$ cat config.mk
export PLATFORM = sky130hd
export DESIGN_NAME = uart_rom_loader
export DESIGN_NICKNAME = d
export VERILOG_FILES = /design/src/rtl/uart_rom_loader.sv
export SDC_FILE = /design/constraint.sdc
export NUM_CORES = 1
export LEC_CHECK = 0
export ABC_AREA = 0
export BUFFER_PORTS_ARGS = -buffer_cell sky130_fd_sc_hd__buf_2
export CORE_ASPECT_RATIO = 0.5
export CORE_MARGIN = 2
export CORE_UTILIZATION = 45
export CTS_CLUSTER_SIZE = 12
export DETAILED_ROUTE_END_ITERATION = 7
export HOLD_SLACK_MARGIN = 0.08
export PLACE_DENSITY = 0.7
export SLEW_MARGIN = 20
export SYNTH_ARGS = -nofsm -noshare
export SYNTH_HDL_FRONTEND = slang
export SYNTH_SLANG_ARGS = --single-unit
$ cat constraint.sdc
create_clock -name clk -period 2.2 [get_ports clk]
set_input_delay 0.33 -clock clk [delete_from_list [all_inputs] [get_ports clk]]
set_output_delay 0.33 -clock clk [all_outputs]
set_load 0.02 [all_outputs]
$ cat src/rtl/uart_rom_loader.sv
// Turns a framed UART byte stream into sequential Hack ROM writes, holding the CPU in reset
// from sync until a good checksum. Frame: SYNC, LEN_H, LEN_L, N x (HI, LO), CHK.
module uart_rom_loader #(
   parameter int unsigned ADDR_W    = 15,
   parameter logic [7:0]  SYNC_BYTE = 8'hA5,
   parameter int unsigned TIMEOUT   = 1_200_000
) (
   input  logic              clk,
   input  logic              rstn,
   input  logic              rcv,
   input  logic [7:0]        data,
   output logic              rom_we,
   output logic [ADDR_W-1:0] rom_addr,
   output logic [15:0]       rom_wdata,
   output logic              cpu_rstn,
   output logic              busy,
   output logic              done,
   output logic              err,
   output logic [1:0]        err_code
);

   localparam int unsigned TMO_W     = (TIMEOUT > 2) ? $clog2(TIMEOUT) : 1;
   localparam int unsigned MAX_WORDS = 1 << ADDR_W;
   localparam logic [TMO_W-1:0] TMO_LAST = TMO_W'(TIMEOUT - 2);

   typedef enum logic [3:0] {
      IDLE, LEN_H, LEN_L, W_HI, W_LO, WRITE, CHK, DONE, ERR
   } state_t;

   state_t           state;
   logic [15:0]      count;
   logic [7:0]       csum;
   logic [TMO_W-1:0] tmo;
   logic [15:0]      len_c;
   logic             rx_state_c;
   logic             tmo_hit_c;

   // States that wait for a byte and are therefore subject to the inter-byte timeout
   assign rx_state_c = (state == LEN_H) || (state == LEN_L) || (state == W_HI) ||
                       (state == W_LO)  || (state == CHK);
   assign tmo_hit_c  = rx_state_c && !rcv && (tmo == TMO_LAST);
   assign len_c      = {count[15:8], data};

   always_ff @(posedge clk or negedge rstn) begin
      if (!rstn) begin
         state     <= IDLE;
         rom_we    <= 1'b0;
         rom_addr  <= '0;
         rom_wdata <= '0;
         cpu_rstn  <= 1'b1;
         busy      <= 1'b0;
         done      <= 1'b0;
         err       <= 1'b0;
         err_code  <= 2'd0;
         count     <= '0;
         csum      <= '0;
         tmo       <= '0;
      end else begin
         rom_we <= 1'b0;
         done   <= 1'b0;
         err    <= 1'b0;

         // Accepted bytes feed the checksum; a byte dropped during WRITE is not accepted
         if (rx_state_c && rcv) begin
            csum <= csum + data;
            tmo  <= '0;
         end else if (rx_state_c || state == WRITE) begin
            tmo <= tmo + TMO_W'(1);
         end

         case (state)
            IDLE: begin
               if (rcv && data == SYNC_BYTE) begin
                  state    <= LEN_H;
                  busy     <= 1'b1;
                  cpu_rstn <= 1'b0;
                  err_code <= 2'd0;
                  csum     <= '0;
                  rom_addr <= '0;
                  tmo      <= '0;
               end
            end
            LEN_H: begin
               if (rcv) begin
                  count[15:8] <= data;
                  state       <= LEN_L;
               end
            end
            LEN_L: begin
               if (rcv) begin
                  count <= len_c;
                  if (32'(len_c) > MAX_WORDS) begin
                     state    <= ERR;
                     err      <= 1'b1;
                     err_code <= 2'd3;
                  end else if (len_c == 16'd0) begin
                     state <= CHK;
                  end else begin
                     state <= W_HI;
                  end
               end
            end
            W_HI: begin
               if (rcv) begin
                  rom_wdata[15:8] <= data;
                  state           <= W_LO;
               end
            end
            W_LO: begin
               if (rcv) begin
                  rom_wdata[7:0] <= data;
                  rom_we         <= 1'b1;
                  state          <= WRITE;
               end
            end
            WRITE: begin
               // Address wraps to 0 naturally after a full 2**ADDR_W word load
               rom_addr <= rom_addr + ADDR_W'(1);
               count    <= count - 16'd1;
               state    <= (count == 16'd1) ? CHK : W_HI;
            end
            CHK: begin
               if (rcv) begin
                  if (data == csum) begin
                     state <= DONE;
                     done  <= 1'b1;
                  end else begin
                     state    <= ERR;
                     err      <= 1'b1;
                     err_code <= 2'd2;
                  end
               end
            end
            DONE: begin
               cpu_rstn <= 1'b1;
               busy     <= 1'b0;
               state    <= IDLE;
            end
            ERR: begin
               busy  <= 1'b0;
               state <= IDLE;
            end
            default: begin
               busy  <= 1'b0;
               state <= IDLE;
            end
         endcase

         // Only reachable without rcv, so a byte arriving on the same edge always wins
         if (tmo_hit_c) begin
            state    <= ERR;
            err      <= 1'b1;
            err_code <= 2'd1;
         end
      end
   end

endmodule

==> results.txt <==
- The run finished with clean final reports.
- Multi-input gate area: ~2500 µm²
- CP Data Arrival Time: roughly 2300 ps
* I/O pin count: 49
- Max-cap violations in this run came to 0.
* Count of routing violations after the opening detailed-route iteration: ~230
- The Yosys step of the flow raised 0 warnings.
- Hold path startpoint: data[5]
- STA classifies the critical path endpoint as a flop.
* Setup slack, reg-to-reg: ~150 ps
* Reg-to-Reg Start: count[1]
- The die is about 150 µm wide.
* # setup viols final: 0
- The mapped netlist covers ~4800 µm².
- The die covers about 12000 µm².
- The total count of max-transition violations in the final report was 0.
- The worst register-to-register path has a depth of 8.
* Global router's overall resource usage: between 20% and 30%
- Entering global routing, the biggest net connects 43 pins.
- Before CTS, the worst setup slack after placement is ~50 ps.
- In the synthesized netlist the async set-or-reset flop fraction comes to 100%.
* First-pass GRT wire length: just under 20000 µm
- Unrepaired setup endpoints after global routing: no
- Gr ovfl total: 0
- In the routed layout, each cell is associated on average with a via count of 5.70.
- Clock latency on the worst-skew pair, taken at its later pin, is between 300 and 400 ps.
- Once detail routing completed, the nets flagged for antenna violations numbered 0.
* Post-detailed-placement half-perimeter wirelength: between 8000 and 9000 µm
* Routability cong.: between 0.9 and 1
* Fraction of final layout cells sized beyond drive strength 1: between 20% and 30%
* Share of synthesized area occupied by flip-flops and latches: between 40% and 50%
* Largest cells by area after synthesis: sky130_fd_sc_hd__dfrtp_1 (45%), sky130_fd_sc_hd__nand2_1 (5.0%), sky130_fd_sc_hd__nor2_1 (4.2%)
- The critical path in this run is classified as reg -> reg.
* Antenna violations before repair: 0
* Clock period minus worst slack: around 2000 ps
* Power per Cell Area: 1260 nW/µm²
- Total power draw: 7180 µW
- Area of the core: 10300 µm²
- DRC: 0
* H-tree levels: 3
- Post-synthesis sequential element count: slightly below 90
* Effective utilization at floorplan: a little under half
- Worst min-delay path class: in -> reg
- Die height: 76.9 µm
- Site Rows: 26
- CTS Buffer Depth: 2
- STA classifies the critical path startpoint as a flop.
* Synthesized area divided by synthesized cell count: ~9.3 µm²
- The worst-case IR drop observed on VDD is between 0.4 and 0.5 mV.
* Via count of the first global-routing pass: around 3800
- Cells fill between 50% and 60% of the core in the end.
- Clock transition at the register clock pins on the worst setup and hold paths after CTS: ~60 ps
* Area occupied by registers: between 2000 and 2500 µm²
- The tree is rooted in a sky130_fd_sc_hd__clkbuf_16.
- The net count of the finished layout is between 600 and 700.
- Placed cell count: between 700 and 800
- Summed negative setup slack over all endpoints: 0 ps
- Most numerous cell in the Yosys netlist: sky130_fd_sc_hd__dfrtp_1
- For the worst setup path, the data required time is 2430 ps.
- Synthesized netlist cell count: roughly 510
* WL final: 11600 µm
- The final route contains 4173 vias.
- In this run the tightest slew margin relative to its limit is between 50% and 60%.
* Hold Path End: rom_wdata[5]
* Clock tree from TritonCTS: done
* Antenna diode count: 0
* Post-CTS setup repair buffer count: 0
- Net count after synthesis: 537
- Clock tree synthesis inserted a total of 9 buffers.
* Layout overhead on the synthesized area: 18.9%
* Fillcell total: 957
- Dominant cell type by area after synthesis: sky130_fd_sc_hd__dfrtp_1
- After detailed routing, the average wire length per cell comes to around 16 µm.
* Leakage Power: 0.00255 µW
* Fraction of the cycle the final worst path needs: 93.0%
- Among all flip-flop cells after synthesis, the most frequent one is sky130_fd_sc_hd__dfrtp_1.
- The worst register-to-register path ends at count[14].
* EDFF count, synth: 0
* Transition time of the tightest slew-check pin: roughly 640 ps
* Count of input and output buffers: between 40 and 50
* Top cell types by occurrence after synthesis: sky130_fd_sc_hd__dfrtp_1 (86), sky130_fd_sc_hd__nand2_1 (64), sky130_fd_sc_hd__nor2_1 (53)
- First-pass DRT Iterations: 5
* Maximum clock rate: a little under 500 MHz
* Hold violation total from the final report: 0
* Final critical-path setup slack: approximately 150 ps
- Along the worst hold path, the cell count comes to 2.
* Fraction of synthesized cell area taken by the top area cell type: 45.0%
- Final std cells w/o fill: about 730
- The clock drives 87 sinks.
* Count of unique library cells instantiated by Yosys: between 60 and 70
* Clock tree skew after final layout: a little under 6 ps
- In this run the worst path has a maximum fanout of 4.
[cells in the final DEF (no fill, tap or decap), types with 3 or more instances in the layout]
| master | netlist | routed |
|---|---|---|
| sky130_fd_sc_hd__nor4_1 | 6 | 5 |
| sky130_fd_sc_hd__dfrtp_1 | 86 | 86 |
| sky130_fd_sc_hd__a211oi_1 | 3 | 3 |
| sky130_fd_sc_hd__nor4b_1 | 3 | 3 |
| sky130_fd_sc_hd__nor3_1 | 16 | 16 |
| sky130_fd_sc_hd__a31oi_1 | 10 | 9 |
| sky130_fd_sc_hd__ha_1 | 12 | 12 |
| sky130_fd_sc_hd__a21oi_1 | 34 | 34 |
| sky130_fd_sc_hd__clkbuf_16 | 0 | 9 |
| sky130_fd_sc_hd__nor4_2 | 2 | 3 |
| sky130_fd_sc_hd__or3_1 | 6 | 6 |
| sky130_fd_sc_hd__nand4_1 | 9 | 9 |
| sky130_fd_sc_hd__nand2_1 | 64 | 62 |
| sky130_fd_sc_hd__nor2_1 | 53 | 52 |
| sky130_fd_sc_hd__nand3_1 | 28 | 28 |
| sky130_fd_sc_hd__xor2_1 | 9 | 9 |
| sky130_fd_sc_hd__a311oi_1 | 3 | 3 |
| sky130_fd_sc_hd__xnor2_1 | 16 | 16 |
| sky130_fd_sc_hd__o21a_1 | 3 | 3 |
| sky130_fd_sc_hd__o211ai_1 | 3 | 3 |
| sky130_fd_sc_hd__and4_1 | 5 | 5 |
| sky130_fd_sc_hd__a41oi_1 | 5 | 5 |
| sky130_fd_sc_hd__o21ai_0 | 29 | 29 |
| sky130_fd_sc_hd__buf_2 | 6 | 47 |
| sky130_fd_sc_hd__and3_1 | 11 | 11 |
| sky130_fd_sc_hd__mux2_2 | 16 | 16 |
| sky130_fd_sc_hd__inv_1 | 13 | 12 |
| sky130_fd_sc_hd__mux2i_1 | 4 | 4 |
| sky130_fd_sc_hd__buf_4 | 4 | 37 |
[worst max path at each step]
stage | start | end | depth (start not counted)
3_3_place_gp | data[1] | csum[7] | 8
2_1_floorplan | count[0] | count[14] | 8
5_1_grt | count[1] | count[14] | 8
4_1_cts | count[1] | count[14] | 8
6_report | count[1] | count[14] | 8
3_5_place_dp | count[1] | count[14] | 8
[per-stage QoR]
step | instance area (µm²) | hold slack [ps]
floorplan | 4780 | 34.4
CTS | 5650 | 285
global placement | 5380 | 349
finish | 5680 | 290
global route | 5680 | 292
detailed placement | 5380 | 358
[cell families after synthesis]
family | share of synthesized area [%]
mux | 4.61
fa+ha+maj | 3.56
buf+inv | 3.22
simple gates | 24.3
compound gates | 14.2
flops | 45.6
xor+xnor | 4.58
[state kept, by name, indices dropped and copies added, names as in the netlist, 2 cells and up]
signal and flops:
rom_addr 15, rom_wdata 16, tmo 21, err_code 2, state 4, count 16
csum 8
[area by class of cell]
class / count / share of cell area, %
Clock buffer: 9 / 3.96
Inverter: 13 / 0.858
Multi-Input combinational cell: 393 / 43.8
Clock inverter: 4 / 0.462
Tap cell: 140 / 3.08
Sequential cell: 87 / 38.3
Timing Repair Buffer: 86 / 9.55
[critical path, cell delays in order, from the launching register on]
cell	delay (ps)
sky130_fd_sc_hd__dfrtp_1	420
sky130_fd_sc_hd__inv_2	90
sky130_fd_sc_hd__ha_1	170
sky130_fd_sc_hd__or3b_1	380
sky130_fd_sc_hd__or4_4	470
sky130_fd_sc_hd__nor2_4	120
sky130_fd_sc_hd__nand4_1	100
sky130_fd_sc_hd__o21ai_0	90
sky130_fd_sc_hd__a21oi_1	90
[where the power goes]
part           total (µW)  switching (µW)  internal (µW)  leakage [µW]
combinational        3130            1790           1340       0.00134
clock                1380             633            744      0.000123
sequential           2680             538           2140       0.00109
total                7180            2960           4230       0.00255
[layer usage]
layer / wire length (µm) / vias up / GRT usage (%) / share of wire, %
met5: 0 / - / 0 / 0
met3: 555 / 19 / 5.71 / 4.8
met1: 5610 / 2063 / 30.4 / 48
met4: 170 / 0 / 5.00 / 1.5
met2: 5270 / 89 / 32.9 / 45
li1: - / 2002 / - / -
[what timing repair did]
item | CTS | global route
endpoints found under the setup margin | 0 | 18
hold endpoints to repair | 39 | 0
resized for setup | 0 | 11
hold buffers | 1 | 0
Note: power is estimated with default switching activity, not from simulation.
